==> src/rtl/if_id_queue_pkg.sv <==
// Shared types and constants for the fetch-to-decode queue: FSM states,
// the branch opcode, instruction field positions and small helpers.
package if_id_queue_pkg;

  typedef enum logic [1:0] {
    EMPTY = 2'd0,
    ONE   = 2'd1,
    FULL  = 2'd2
  } q_state_t;

  localparam logic [5:0] OP_BRANCH = 6'h04;

  localparam int OPCODE_MSB = 31;
  localparam int OPCODE_LSB = 26;
  localparam int RS_MSB     = 25;
  localparam int RS_LSB     = 21;
  localparam int RT_MSB     = 20;
  localparam int RT_LSB     = 16;
  localparam int RD_MSB     = 15;
  localparam int RD_LSB     = 11;
  localparam int IMM_MSB    = 15;
  localparam int IMM_LSB    = 0;

  // Number of entries held in a given state; used when a flush drops them.
  function automatic logic [1:0] entry_count(input q_state_t s);
    case (s)
      ONE:     return 2'd1;
      FULL:    return 2'd2;
      default: return 2'd0;
    endcase
  endfunction

  function automatic logic [7:0] sat_add8(input logic [7:0] a, input logic [1:0] b);
    logic [8:0] sum;
    sum = {1'b0, a} + {7'd0, b};
    return sum[8] ? 8'hFF : sum[7:0];
  endfunction

endpackage

==> src/rtl/if_id_queue_decode.sv <==
// Purely combinational split of a 32-bit instruction word into its fields.
module instr_field_decode
  import if_id_queue_pkg::*;
(
  input  logic [31:0] instr,
  output logic [5:0]  opcode,
  output logic [4:0]  rs,
  output logic [4:0]  rt,
  output logic [4:0]  rd,
  output logic [15:0] imm
);

  assign opcode = instr[OPCODE_MSB:OPCODE_LSB];
  assign rs     = instr[RS_MSB:RS_LSB];
  assign rt     = instr[RT_MSB:RT_LSB];
  assign rd     = instr[RD_MSB:RD_LSB];
  assign imm    = instr[IMM_MSB:IMM_LSB];

endmodule

==> src/rtl/if_id_queue.sv <==
// Two-entry skid queue between fetch and decode with flush support,
// head-entry field decode and a saturating count of flushed entries.
module if_id_queue
  import if_id_queue_pkg::*;
#(
  parameter int ADDR_WIDTH = 8,
  parameter int DATA_WIDTH = 32,
  parameter int DEPTH      = 2
) (
  input  logic                  clk,
  input  logic                  reset,
  input  logic                  in_valid,
  input  logic [ADDR_WIDTH-1:0] in_pc,
  input  logic [DATA_WIDTH-1:0] in_instr,
  output logic                  in_ready,
  input  logic                  flush,
  output logic                  out_valid,
  input  logic                  out_ready,
  output logic [ADDR_WIDTH-1:0] out_pc,
  output logic [DATA_WIDTH-1:0] out_instr,
  output logic [5:0]            out_opcode,
  output logic [4:0]            out_rs,
  output logic [4:0]            out_rt,
  output logic [4:0]            out_rd,
  output logic [15:0]           out_imm,
  output logic                  out_is_branch,
  output logic [7:0]            drop_count
);

  q_state_t        state_reg;
  logic            in_ready_reg;
  logic            out_valid_reg;
  logic            wr_ptr_reg;
  logic            rd_ptr_reg;
  logic [7:0]      drop_count_reg;
  logic            push;
  logic            pop;

  logic [ADDR_WIDTH-1:0] pc_rd    [DEPTH];
  logic [DATA_WIDTH-1:0] instr_rd [DEPTH];

  // in_ready comes straight from a register, so it never sees out_ready.
  assign push = in_valid && in_ready_reg;
  assign pop  = out_valid_reg && out_ready;

  always_ff @(posedge clk) begin
    if (!reset) begin
      state_reg      <= EMPTY;
      in_ready_reg   <= 1'b1;
      out_valid_reg  <= 1'b0;
      wr_ptr_reg     <= 1'b0;
      rd_ptr_reg     <= 1'b0;
      drop_count_reg <= 8'd0;
    end else if (flush) begin
      state_reg      <= EMPTY;
      in_ready_reg   <= 1'b1;
      out_valid_reg  <= 1'b0;
      wr_ptr_reg     <= 1'b0;
      rd_ptr_reg     <= 1'b0;
      drop_count_reg <= sat_add8(drop_count_reg, entry_count(state_reg));
    end else begin
      if (push) wr_ptr_reg <= ~wr_ptr_reg;
      if (pop)  rd_ptr_reg <= ~rd_ptr_reg;
      case (state_reg)
        EMPTY: begin
          if (push) begin
            state_reg     <= ONE;
            out_valid_reg <= 1'b1;
          end
        end
        ONE: begin
          if (push && !pop) begin
            state_reg    <= FULL;
            in_ready_reg <= 1'b0;
          end else if (pop && !push) begin
            state_reg     <= EMPTY;
            out_valid_reg <= 1'b0;
          end
        end
        FULL: begin
          // push cannot fire here because in_ready is low
          if (pop) begin
            state_reg    <= ONE;
            in_ready_reg <= 1'b1;
          end
        end
        default: begin
          state_reg     <= EMPTY;
          in_ready_reg  <= 1'b1;
          out_valid_reg <= 1'b0;
        end
      endcase
    end
  end

  genvar gi;
  generate
    for (gi = 0; gi < DEPTH; gi++) begin : gen_entry
      logic [ADDR_WIDTH-1:0] pc_reg;
      logic [DATA_WIDTH-1:0] instr_reg;

      always_ff @(posedge clk) begin
        if (!reset) begin
          pc_reg    <= '0;
          instr_reg <= '0;
        end else if (push && !flush && (wr_ptr_reg == 1'(gi))) begin
          pc_reg    <= in_pc;
          instr_reg <= in_instr;
        end
      end

      assign pc_rd[gi]    = pc_reg;
      assign instr_rd[gi] = instr_reg;
    end
  endgenerate

  // Head is masked to zero when empty so every decoded field also reads zero.
  logic [ADDR_WIDTH-1:0] head_pc;
  logic [DATA_WIDTH-1:0] head_instr;
  logic [5:0]            head_opcode;

  assign head_pc    = out_valid_reg ? pc_rd[rd_ptr_reg]    : '0;
  assign head_instr = out_valid_reg ? instr_rd[rd_ptr_reg] : '0;

  instr_field_decode u_decode (
    .instr  (head_instr[31:0]),
    .opcode (head_opcode),
    .rs     (out_rs),
    .rt     (out_rt),
    .rd     (out_rd),
    .imm    (out_imm)
  );

  assign in_ready      = in_ready_reg;
  assign out_valid     = out_valid_reg;
  assign out_pc        = head_pc;
  assign out_instr     = head_instr;
  assign out_opcode    = head_opcode;
  assign out_is_branch = out_valid_reg && (head_opcode == OP_BRANCH);
  assign drop_count    = drop_count_reg;

endmodule

==> config.mk <==
export PLATFORM = sky130hd
export DESIGN_NAME = if_id_queue
export DESIGN_NICKNAME = d
export VERILOG_FILES = /design/src/rtl/if_id_queue_pkg.sv /design/src/rtl/if_id_queue_decode.sv /design/src/rtl/if_id_queue.sv
export SDC_FILE = /design/constraint.sdc
export NUM_CORES = 1
export LEC_CHECK = 0
export CORE_ASPECT_RATIO = 0.6
export CORE_MARGIN = 2
export CORE_UTILIZATION = 50
export CTS_CLUSTER_SIZE = 24
export DETAILED_ROUTE_END_ITERATION = 10
export DONT_BUFFER_PORTS = 1
export GPL_TIMING_DRIVEN = 0
export HOLD_SLACK_MARGIN = 0.1
export PLACE_DENSITY = 0.77
export SLEW_MARGIN = 20
export SYNTH_ARGS = -nofsm -noshare
export SYNTH_HDL_FRONTEND = slang
export SYNTH_HIERARCHICAL = 1
export SYNTH_SLANG_ARGS = --single-unit
==> constraint.sdc <==
create_clock -name clk -period 2.4 [get_ports clk]
set_clock_uncertainty 0.05 [all_clocks]
set_input_delay 0.12 -clock clk [delete_from_list [all_inputs] [get_ports clk]]
set_output_delay 0.12 -clock clk [all_outputs]
set_load 0.02 [all_outputs]
==> results.sh <==
export IMPL_status="finished clean"
export IMPL_synth_area_per_cell_sq_um=8.31
export IMPL_die_h_microns=79.1
export IMPL_worstPathCellList="buf_6 -> mux2i_1 -> nor2b_1 -> buf_4 -> nor4b_1 -> and3_2"
export IMPL_fin_nets=668
export IMPL_grt_overflow=0
export IMPL_finalSetupViolations=0
export IMPL_pwr_share_seq=0.484
export IMPL_yosysSeqAreaShare=0.401
export IMPL_cp_max_fo=10
export IMPL_finalHoldViolCount=0
export IMPL_synth_warnings=6
export IMPL_htreeDepth=3
export IMPL_route_detailed_drc=0
export IMPL_crit_required_ps=2230
export IMPL_postCtsSetupBuffers=0
export IMPL_synthCells=565
export IMPL_ant_nets=0
export IMPL_synthTopCellsByCount="nand2_1 (165), dfxtp_1 (94), a21boi_1 (76)"
export IMPL_largest_reg_flops=64
export IMPL_clock_power_share=0.416
export IMPL_fmax_mhz=439
export IMPL_core_sq_um=9160
export IMPL_fin_crit_sh=0.949
export IMPL_ys_ff_latch=94
export IMPL_crit_type="flop to output port"
export IMPL_antenna_found_initial=0
export IMPL_p_int_mw=2.59
export IMPL_grt_pass1_wl_mm=19.2
export IMPL_vias_per_cell=5.35
export IMPL_rsz0062_at_grt="no"
export IMPL_worstMarginPinSlew_ps=585
export IMPL_max_stage_delay_ps=410
export IMPL_grtUsageTotal=0.242
export IMPL_die_w_microns=129
export IMPL_synth_cell_types=39
export IMPL_synth_top_area_cell="dfxtp_1"
export IMPL_slew_headroom=0.609
export IMPL_final_util=0.612
export IMPL_grt_pass1_vias=3935
export IMPL_power_frac_comb=0.100
export IMPL_clockBufferDepth=2
export IMPL_port_buffers=0
export IMPL_place_area_sq_um=4860
export IMPL_cts_buffers=9
export IMPL_netlist_area_sq_um=4690
export IMPL_fillCellCount=791
export IMPL_arrival_ps=2110
export IMPL_power_density_nw_per_um2=605
export IMPL_min_path_type="primary input to flop"
export IMPL_gp_congestion=0.869
export IMPL_synth_area_leaders="dfxtp_1 (40%), nand2_1 (13%), a21boi_1 (12%), mux2i_1 (8.5%), buf_4 (6.1%)"
export IMPL_tns_ps=0
export IMPL_cap_violations=0
export IMPL_boundaryPins=133
export IMPL_wl_per_cell_microns=16.2
export IMPL_worst_setup_path_end_kind="output port"
export IMPL_async_reset_ff_frac=0
export IMPL_drive_above_1_share=0.133
export IMPL_insertion_delay_ps=340
export IMPL_final_cells=752
export IMPL_num_rows=27
export IMPL_areaGrowthSynthToFinish_pct=19.4
export IMPL_vias=4023
export IMPL_crit_family="simple AND/OR/NAND/NOR gates"
export IMPL_n_antenna_cell=0
export IMPL_start_util=0.513
export IMPL_synth_edff_count=0
export IMPL_cts_tree="yes"
export IMPL_whs_ps=160
export IMPL_fin_area_sq_um=5610
export IMPL_crit_buf_inv=2
export IMPL_p_switching_mw=0.802
export IMPL_cts_sinks=94
export IMPL_wirelength_mm=12.2
export IMPL_dieArea_sq_um=10200
export IMPL_startpoint_type="flop"
export IMPL_grt_max_degree=15
export IMPL_leakagePower_nw=2.01
export IMPL_dp_cells=695
export IMPL_yosysMostFrequentCell="nand2_1"
export IMPL_syn_nets=615
export IMPL_crit_slowest_cell="dfxtp_2"
export IMPL_p_sw_frac=0.236
export IMPL_clk_pin_slew_ps=60
export IMPL_slew_violations=0
export IMPL_place_hpwl_mm=8.50
export IMPL_dr_pass1_iters=5
export IMPL_peakVddDrop_mv=0.469
export IMPL_drtIter0Drc=239
export IMPL_synth_ff_type="dfxtp_1"
export IMPL_cts_root_buffer="clkbuf_16"
export IMPL_min_period_ps=2280
export IMPL_synth_top_cell_area_share=0.401
## power groups by stage
stage          Sequential [mW]  Clock, mW  Combinational (mW)
5_1_grt                   1.65       1.50               0.371
6_report                  1.64       1.41               0.340
4_1_cts                   1.64       1.43               0.336
3_5_place_dp              1.68          0               0.266
3_3_place_gp              1.67          0               0.259
2_1_floorplan             1.67          0               0.208
## logic make-up after synthesis
family | after synthesis | share of synthesized area
and+or+nand+nor | 243 | 0.235
AOI/OAI and AO/OA | 100 | 0.155
DFF | 94 | 0.401
buffers and inverters | 80 | 0.104
muxes | 40 | 0.0853
adders and majority gates | 5 | 0.0149
xor gates and xnor gates | 3 | 0.00560
## final timing paths
kind | from | endpoint | slack, ps | depth (start not counted)
max | rd_ptr_reg | out_is_branch | 120 | 6
min | reset | gen_entry[0].instr_reg[0] | 160 | 2
max reg2reg | state_reg[1] | drop_count[3] | 190 | 6
min reg2reg | gen_entry[0].instr_reg[31] | gen_entry[0].instr_reg[31] | 400 | 2
## cells in the final DEF (no fill, tap or decap), types with 6 or more instances in the layout
master and instances:
buf_2 11, inv_1 7, dlygate4sd3_1 43, a21boi_1 76, buf_6 6, nor2_1 10
dfxtp_1 92, clkbuf_16 9, clkbuf_1 16, nand2_1 165, mux2i_1 40, buf_4 38
nor2b_1 42, o21ai_0 6
## routing by layer
metal | up-vias | part of all wire | track usage
met5 | - | 0 | 0
met4 | 0 | 0.0067 | 0.0391
met3 | 12 | 0.072 | 0.0802
met2 | 147 | 0.47 | 0.404
met1 | 1954 | 0.45 | 0.312
li1 | 1910 | - | -
## timing repair
action / in CTS / in global routing
endpoints found under the setup margin: 1 / 3
pin swaps: 0 / 1
hold buffers: 43 / 0
hold endpoints to repair: 85 / 0
gates resized for setup: 9 / 6
## cell type report
| type | instances | area (sq um) | area share |
|---|---|---|---|
| multi-input cells | 391 | 2340 | 0.417 |
| inverters | 7 | 26.3 | 0.00469 |
| plain buffers | 72 | 474 | 0.0846 |
| clock inverters | 4 | 47.5 | 0.00848 |
| well taps | 130 | 163 | 0.0290 |
| flip-flops and latches | 94 | 1880 | 0.336 |
| clock buffers | 11 | 243 | 0.0433 |
| repair buffers | 43 | 430 | 0.0768 |
## stage by stage
| stage | power, mW | setup slack, ps |
|---|---|---|
| global route | 3.52 | 5.71 |
| global placement | 1.93 | 77.6 |
| floorplan | 1.87 | 341 |
| detailed placement | 1.94 | 43.9 |
| finish | 3.39 | 122 |
| CTS | 3.41 | 24.5 |
(Power assumes the default switching activity.)
